--- src/rtl/div_seq_pkg.sv ---
// Shared ALU opcode constants and divide-sequencer state encodings.
// Latency: n/a (constants only).
// Backpressure: n/a.
package div_seq_pkg;

    // 5-bit ALU opcode values, shared with the ALU decode.
    localparam logic [4:0] ALU_OP_DIV = 5'd14;

    typedef enum logic [1:0] {
        S_IDLE = 2'd0,
        S_CALC = 2'd1,
        S_DONE = 2'd2
    } div_state_e;

endpackage

--- src/rtl/div_seq_if.sv ---
// Request/result bundle between decode/control and the divide sequencer.
// Latency: n/a (wires only).
// Backpressure: requester must hold off while busy; starts seen while busy are dropped.
// Ports: start/op/ai/bi from control; busy/done/quo/rem/dz back from the divider.
interface div_seq_if #(
    parameter int WIDTH = 8
);
    logic             start;
    logic [5:0]       op;
    logic [WIDTH-1:0] ai;
    logic [WIDTH-1:0] bi;
    logic             busy;
    logic             done;
    logic [WIDTH-1:0] quo;
    logic [WIDTH-1:0] rem;
    logic             dz;

    modport master (
        output start, op, ai, bi,
        input  busy, done, quo, rem, dz
    );

    modport slave (
        input  start, op, ai, bi,
        output busy, done, quo, rem, dz
    );
endinterface

--- src/rtl/div_step.sv ---
// One restoring shift-subtract iteration producing one quotient bit.
// Latency: combinational.
// Backpressure: none.
// Ports: r_i/q_i/div_i current partial remainder, quotient shift reg, divisor; r_o/q_o next values.
module div_step #(
    parameter int WIDTH = 8
) (
    input  logic [WIDTH-1:0] r_i,
    input  logic [WIDTH-1:0] q_i,
    input  logic [WIDTH-1:0] div_i,
    output logic [WIDTH-1:0] r_o,
    output logic [WIDTH-1:0] q_o
);
    // Shifted remainder needs one extra bit: r_i < divisor, so 2*r_i+1 fits in WIDTH+1.
    logic [WIDTH:0] r_sh;
    logic [WIDTH:0] trial;

    always_comb begin
        r_sh  = {r_i, q_i[WIDTH-1]};
        trial = r_sh - {1'b0, div_i};
        // trial[WIDTH] set means the subtraction went negative: restore.
        if (trial[WIDTH]) begin
            r_o = r_sh[WIDTH-1:0];
        end else begin
            r_o = trial[WIDTH-1:0];
        end
        q_o = {q_i[WIDTH-2:0], ~trial[WIDTH]};
    end
endmodule

--- src/rtl/div_seq.sv ---
// Multi-cycle unsigned divider (restoring, one quotient bit per clock) for the ALU divide opcode.
// Latency: WIDTH+1 cycles start->done; 1 cycle for divide-by-zero; issue interval WIDTH+2.
// Backpressure: busy high in CALC/DONE; start is only accepted in IDLE and is not queued.
// Ports: clk, reset_n (async active-low), bus (slave): start/op/ai/bi in, busy/done/quo/rem/dz out.
module div_seq
    import div_seq_pkg::*;
#(
    parameter int         WIDTH  = 8,
    parameter logic [5:0] OP_DIV = {1'b0, ALU_OP_DIV}
) (
    input  logic      clk,
    input  logic      reset_n,
    div_seq_if.slave  bus
);
    localparam int CW = $clog2(WIDTH) + 1;

    div_state_e       state_q, state_d;
    logic [CW-1:0]    cnt_q, cnt_d;
    logic [WIDTH-1:0] div_q, div_d;
    logic [WIDTH-1:0] q_q, q_d;
    logic [WIDTH-1:0] r_q, r_d;
    logic             busy_q, busy_d;
    logic             done_q, done_d;
    logic             dz_q, dz_d;

    logic [WIDTH-1:0] step_r;
    logic [WIDTH-1:0] step_q;

    div_step #(.WIDTH(WIDTH)) u_step (
        .r_i   (r_q),
        .q_i   (q_q),
        .div_i (div_q),
        .r_o   (step_r),
        .q_o   (step_q)
    );

    always_comb begin
        state_d = state_q;
        cnt_d   = cnt_q;
        div_d   = div_q;
        q_d     = q_q;
        r_d     = r_q;
        busy_d  = busy_q;
        done_d  = 1'b0;
        dz_d    = dz_q;

        unique case (state_q)
            S_IDLE: begin
                if (bus.start && (bus.op == OP_DIV)) begin
                    busy_d = 1'b1;
                    if (bus.bi != '0) begin
                        div_d   = bus.bi;
                        q_d     = bus.ai;
                        r_d     = '0;
                        cnt_d   = CW'(WIDTH);
                        dz_d    = 1'b0;
                        state_d = S_CALC;
                    end else begin
                        q_d     = '1;
                        r_d     = bus.ai;
                        dz_d    = 1'b1;
                        done_d  = 1'b1;
                        state_d = S_DONE;
                    end
                end
            end
            S_CALC: begin
                r_d   = step_r;
                q_d   = step_q;
                cnt_d = cnt_q - CW'(1);
                if (cnt_q == CW'(1)) begin
                    done_d  = 1'b1;
                    state_d = S_DONE;
                end
            end
            S_DONE: begin
                busy_d  = 1'b0;
                state_d = S_IDLE;
            end
            default: begin
                busy_d  = 1'b0;
                state_d = S_IDLE;
            end
        endcase
    end

    always_ff @(posedge clk or negedge reset_n) begin
        if (!reset_n) begin
            state_q <= S_IDLE;
            cnt_q   <= '0;
            div_q   <= '0;
            q_q     <= '0;
            r_q     <= '0;
            busy_q  <= 1'b0;
            done_q  <= 1'b0;
            dz_q    <= 1'b0;
        end else begin
            state_q <= state_d;
            cnt_q   <= cnt_d;
            div_q   <= div_d;
            q_q     <= q_d;
            r_q     <= r_d;
            busy_q  <= busy_d;
            done_q  <= done_d;
            dz_q    <= dz_d;
        end
    end

    assign bus.busy = busy_q;
    assign bus.done = done_q;
    assign bus.quo  = q_q;
    assign bus.rem  = r_q;
    assign bus.dz   = dz_q;
endmodule

--- src/flat_wrapper.sv ---
// flat-port wrapper written by rule: the top's interface ports become plain ports
module div_seq_flat import div_seq_pkg::*;
#(
    parameter int         WIDTH  = 8,
    parameter logic [5:0] OP_DIV = {1'b0, ALU_OP_DIV}
)
  (clk, reset_n, bus_start, bus_op, bus_ai, bus_bi, bus_busy, bus_done, bus_quo, bus_rem, bus_dz);
  div_seq_if #(.WIDTH(WIDTH)) bus_i ();
  input  logic clk;
  input  logic reset_n;
  input wire logic [$bits(bus_i.start)-1:0] bus_start;
  input wire logic [$bits(bus_i.op)-1:0] bus_op;
  input wire logic [$bits(bus_i.ai)-1:0] bus_ai;
  input wire logic [$bits(bus_i.bi)-1:0] bus_bi;
  output wire logic [$bits(bus_i.busy)-1:0] bus_busy;
  output wire logic [$bits(bus_i.done)-1:0] bus_done;
  output wire logic [$bits(bus_i.quo)-1:0] bus_quo;
  output wire logic [$bits(bus_i.rem)-1:0] bus_rem;
  output wire logic [$bits(bus_i.dz)-1:0] bus_dz;
  assign bus_i.start = bus_start;
  assign bus_i.op = bus_op;
  assign bus_i.ai = bus_ai;
  assign bus_i.bi = bus_bi;
  assign bus_busy = bus_i.busy;
  assign bus_done = bus_i.done;
  assign bus_quo = bus_i.quo;
  assign bus_rem = bus_i.rem;
  assign bus_dz = bus_i.dz;
  div_seq #(.WIDTH(WIDTH), .OP_DIV(OP_DIV)) u_core (.clk(clk), .reset_n(reset_n), .bus(bus_i));
endmodule
--- config.mk ---
export PLATFORM = sky130hd
export DESIGN_NAME = div_seq_flat
export DESIGN_NICKNAME = d
export VERILOG_FILES = /design/src/rtl/div_seq_pkg.sv /design/src/rtl/div_seq_if.sv /design/src/rtl/div_step.sv /design/src/rtl/div_seq.sv /design/src/flat_wrapper.sv
export SDC_FILE = /design/constraint.sdc
export NUM_CORES = 1
export LEC_CHECK = 0
export BUFFER_PORTS_ARGS = -buffer_cell sky130_fd_sc_hd__buf_2
export CAP_MARGIN = 0
export CORE_AREA = 2 2 87 89
export CTS_CLUSTER_DIAMETER = 40
export DETAILED_ROUTE_END_ITERATION = 12
export DIE_AREA = 0 0 89 91
export MAX_ROUTING_LAYER = met4
export PLACE_DENSITY_LB_ADDON = 0.12
export SKIP_CTS_REPAIR_TIMING = 1
export SLEW_MARGIN = 0
export SYNTH_ARGS = -nofsm -noshare
export SYNTH_HDL_FRONTEND = slang
export SYNTH_HIERARCHICAL = 1
export SYNTH_SLANG_ARGS = --single-unit
export TNS_END_PERCENT = 100
--- constraint.sdc ---
create_clock -name clk -period 6.8 [get_ports clk]
set_input_delay 1.02 -clock clk [delete_from_list [all_inputs] [get_ports clk]]
set_output_delay 1.02 -clock clk [all_outputs]
set_load 0.05 [all_outputs]
==> results.toml <==
[sta]
worst_slew_margin_rel = 0.306
finalHoldViolCount = 0
drv_slew = 0
fin_setup_tns_ns = 0
timing.final.crit_period_ns = 2.86
worst-slew-pin-transition_ns = 1.04
setup_viol = 0
rsz0062_at_grt = "no"
final_min_period_over_clock_period = 0.420
fmax_mhz = 350
clock_skew_ns = 0.00498

[synthesis]
yosysTopAreaCellShare = 0.397
ys_types = 45
syn_inst = 203
synth-edff-count = 0
ys_seq_elements = 33
synth_nets = 239
synth_most_common_cell = "dfrtp_1"
yosys_most_used_dff = "dfrtp_1"
syn_area_sq_um = 2080
synth.cells.most_frequent = "dfrtp_1 (33), nand2_1 (20), nor2_1 (14)"
post-synth-top-area-cell = "dfrtp_1"
post_synthesis_mean_instance_area_sq_um = 10.2
syn_warnings = 6
synth_sequential_area_ratio = 0.397
ys_async_sr_fraction = 1.00
synth.top_cells.by_area = "dfrtp_1 (40%), ha_1 (6.0%), mux2_4 (5.8%), a21o_1 (4.0%), mux2_2 (3.8%)"

[finish]
layout.filler_cells = 792
nets_final = 274
design_area_final_sq_um = 2440
diodes = 0
layout-area-overhead-vs-synth_pct = 17.3
drive_above_1_share = 0.314

[place]
place_hpwl_mm = 3.70
io_buffer_count = 43
place_congestion = 0.748
placement.cell_area_sq_um = 2320

[setup_path]
critical_path.cell_chain = "inv_1 > ha_1 > inv_1 > fa_1 > a21o_1 > a21oi_2 > o31ai_4 > xor2_4 > mux2_2 > a22o_1 > a21o_1"
worst_path_largest_cell_delay_ns = 0.42
critical_path.endpoint_type = "flop"
critical-path-slowest-cell = "dfrtp_1"
worst-setup-path-type = "reg -> reg"
worstPathArrival_ns = 3.04
worst-path-buf-inv = 2
worst_path_dominant_cell_family = "compound AO/OA/AOI/OAI gates"
crit_path_start_kind = "flop"
timing.reg2reg.setup_slack_ns = 3.94
critical_path.max_fanout = 9
critPathRequiredTime_ns = 6.98

[die]
initial_core_util = 0.291
die_w_microns = 89
die-area_sq_um = 8100
rows = 31
io_pins = 44
core_sq_um = 7140
die_height_microns = 91

[drt]
drt_wl_total_mm = 4.91
routed-via-count = 1595
drt_iter0_markers = 69
drc = 0
routed_wire_length_per_instance_microns = 14.5
vias_per_cell = 4.72
dr.pass1.iters = 4
final_antenna_net_count = 0

[clocking]
clock_sink_count = 33
clock_insertion_delay_worst_skew_ns = 0.29
cts_tree = "yes"
clock_slew_at_reported_path_ffs_ns = 0.07
cts_inserted_buffers = 5
cts-root-to-sink-buffers = 2
h_tree_depth = 2
ctsRootBufferMaster = "clkbuf_8"

[worst_hold_path]
hp-class = "reg -> reg"

[job]
max_cap_viol_count = 0

[outcome]
outcome = "complete, no violations"

[global_route]
global_route.overflow_total = 0
grt_pass1_vias = 1590
grt_usage = 0.133
grt_max_degree = 34
grt_pass1_wl_mm = 8.02
grt_antenna_before_repair = 0
[area by class of cell]
class / instances / area [sq um] / share of cell area
repair buffers: 43 / 215 / 0.0882
inverters: 13 / 48.8 / 0.0200
clock buffers: 7 / 86.3 / 0.0354
flip-flops and latches: 33 / 826 / 0.338
well taps: 99 / 124 / 0.0508
clock inverters: 1 / 30.0 / 0.0123
multi-input cells: 142 / 1110 / 0.455
[layout by cell type, fill, tap and decap left out, types with 2 or more instances in the layout]
| cell type | Yosys | routed |
|---|---|---|
| a22o_1 | 8 | 8 |
| o21ai_0 | 5 | 5 |
| clkbuf_8 | 0 | 6 |
| a31oi_1 | 11 | 11 |
| o22ai_1 | 4 | 4 |
| nor3_1 | 2 | 2 |
| xor2_1 | 3 | 3 |
| mux2_4 | 8 | 8 |
| nand2_1 | 20 | 20 |
| ha_1 | 10 | 10 |
| xnor2_1 | 3 | 3 |
| inv_1 | 13 | 13 |
| a21oi_2 | 2 | 2 |
| dfrtp_1 | 33 | 33 |
| a21oi_1 | 5 | 5 |
| nand2b_1 | 5 | 5 |
| nor2_1 | 14 | 14 |
| mux2_2 | 7 | 7 |
| buf_2 | 1 | 43 |
| or4_1 | 2 | 2 |
| a21o_1 | 11 | 11 |
[sequential cells by signal, summed over array words and instances (netlist names)]
name and count:
u_core/div_q 8, u_core/cnt_q 4, u_core/state_q 2, u_core/bus.busy 1
u_core/bus.done 1, u_core/bus.dz 1, u_core/bus.rem 8, u_core/bus.quo 8
[per-stage QoR]
stage               hold WS [ns]  worst slack (ns)  std cells   util
global route               0.539              3.74        338  0.342
global placement           0.499              3.86        330  0.326
finish                     0.518              3.94        338  0.342
detailed placement         0.501              3.84        330  0.326
CTS                        0.520              3.90        338  0.342
floorplan                  0.481              3.95        203      -
[final timing paths]
kind,startpoint,depth (start not counted),endpoint
worst max-delay path,u_core/bus.quo[7],11,u_core/bus.rem[7]
worst min-delay path,u_core/div_q[2],1,u_core/div_q[2]
worst max register to register,u_core/bus.quo[7],11,u_core/bus.rem[7]
worst min register to register,u_core/div_q[2],1,u_core/div_q[2]
max in group asynchronous,reset_n,1,u_core/div_q[6]
min in group asynchronous,reset_n,1,u_core/bus.rem[7]
[routing by layer]
| metal | wire length (microns) | vias to the layer above | track usage |
|---|---|---|---|
| met3 | 233 | 10 | 0.0345 |
| met4 | 121 | 0 | 0.0560 |
| met2 | 2120 | 43 | 0.182 |
| li1 | - | 788 | - |
| met1 | 2440 | 754 | 0.184 |
| met5 | 0 | - | - |
[cell families after synthesis]
logic type | share of synthesized area
flip-flops | 0.397
AND/OR/NAND/NOR | 0.132
buffers and inverters | 0.0692
XOR/XNOR | 0.0385
adder cells (fa/ha/maj) | 0.0698
multiplexers | 0.106
AO/OA/AOI/OAI | 0.188
Power is not shown: default switching activity piles up to over one toggle a cycle in this logic, so the estimate is an artifact.
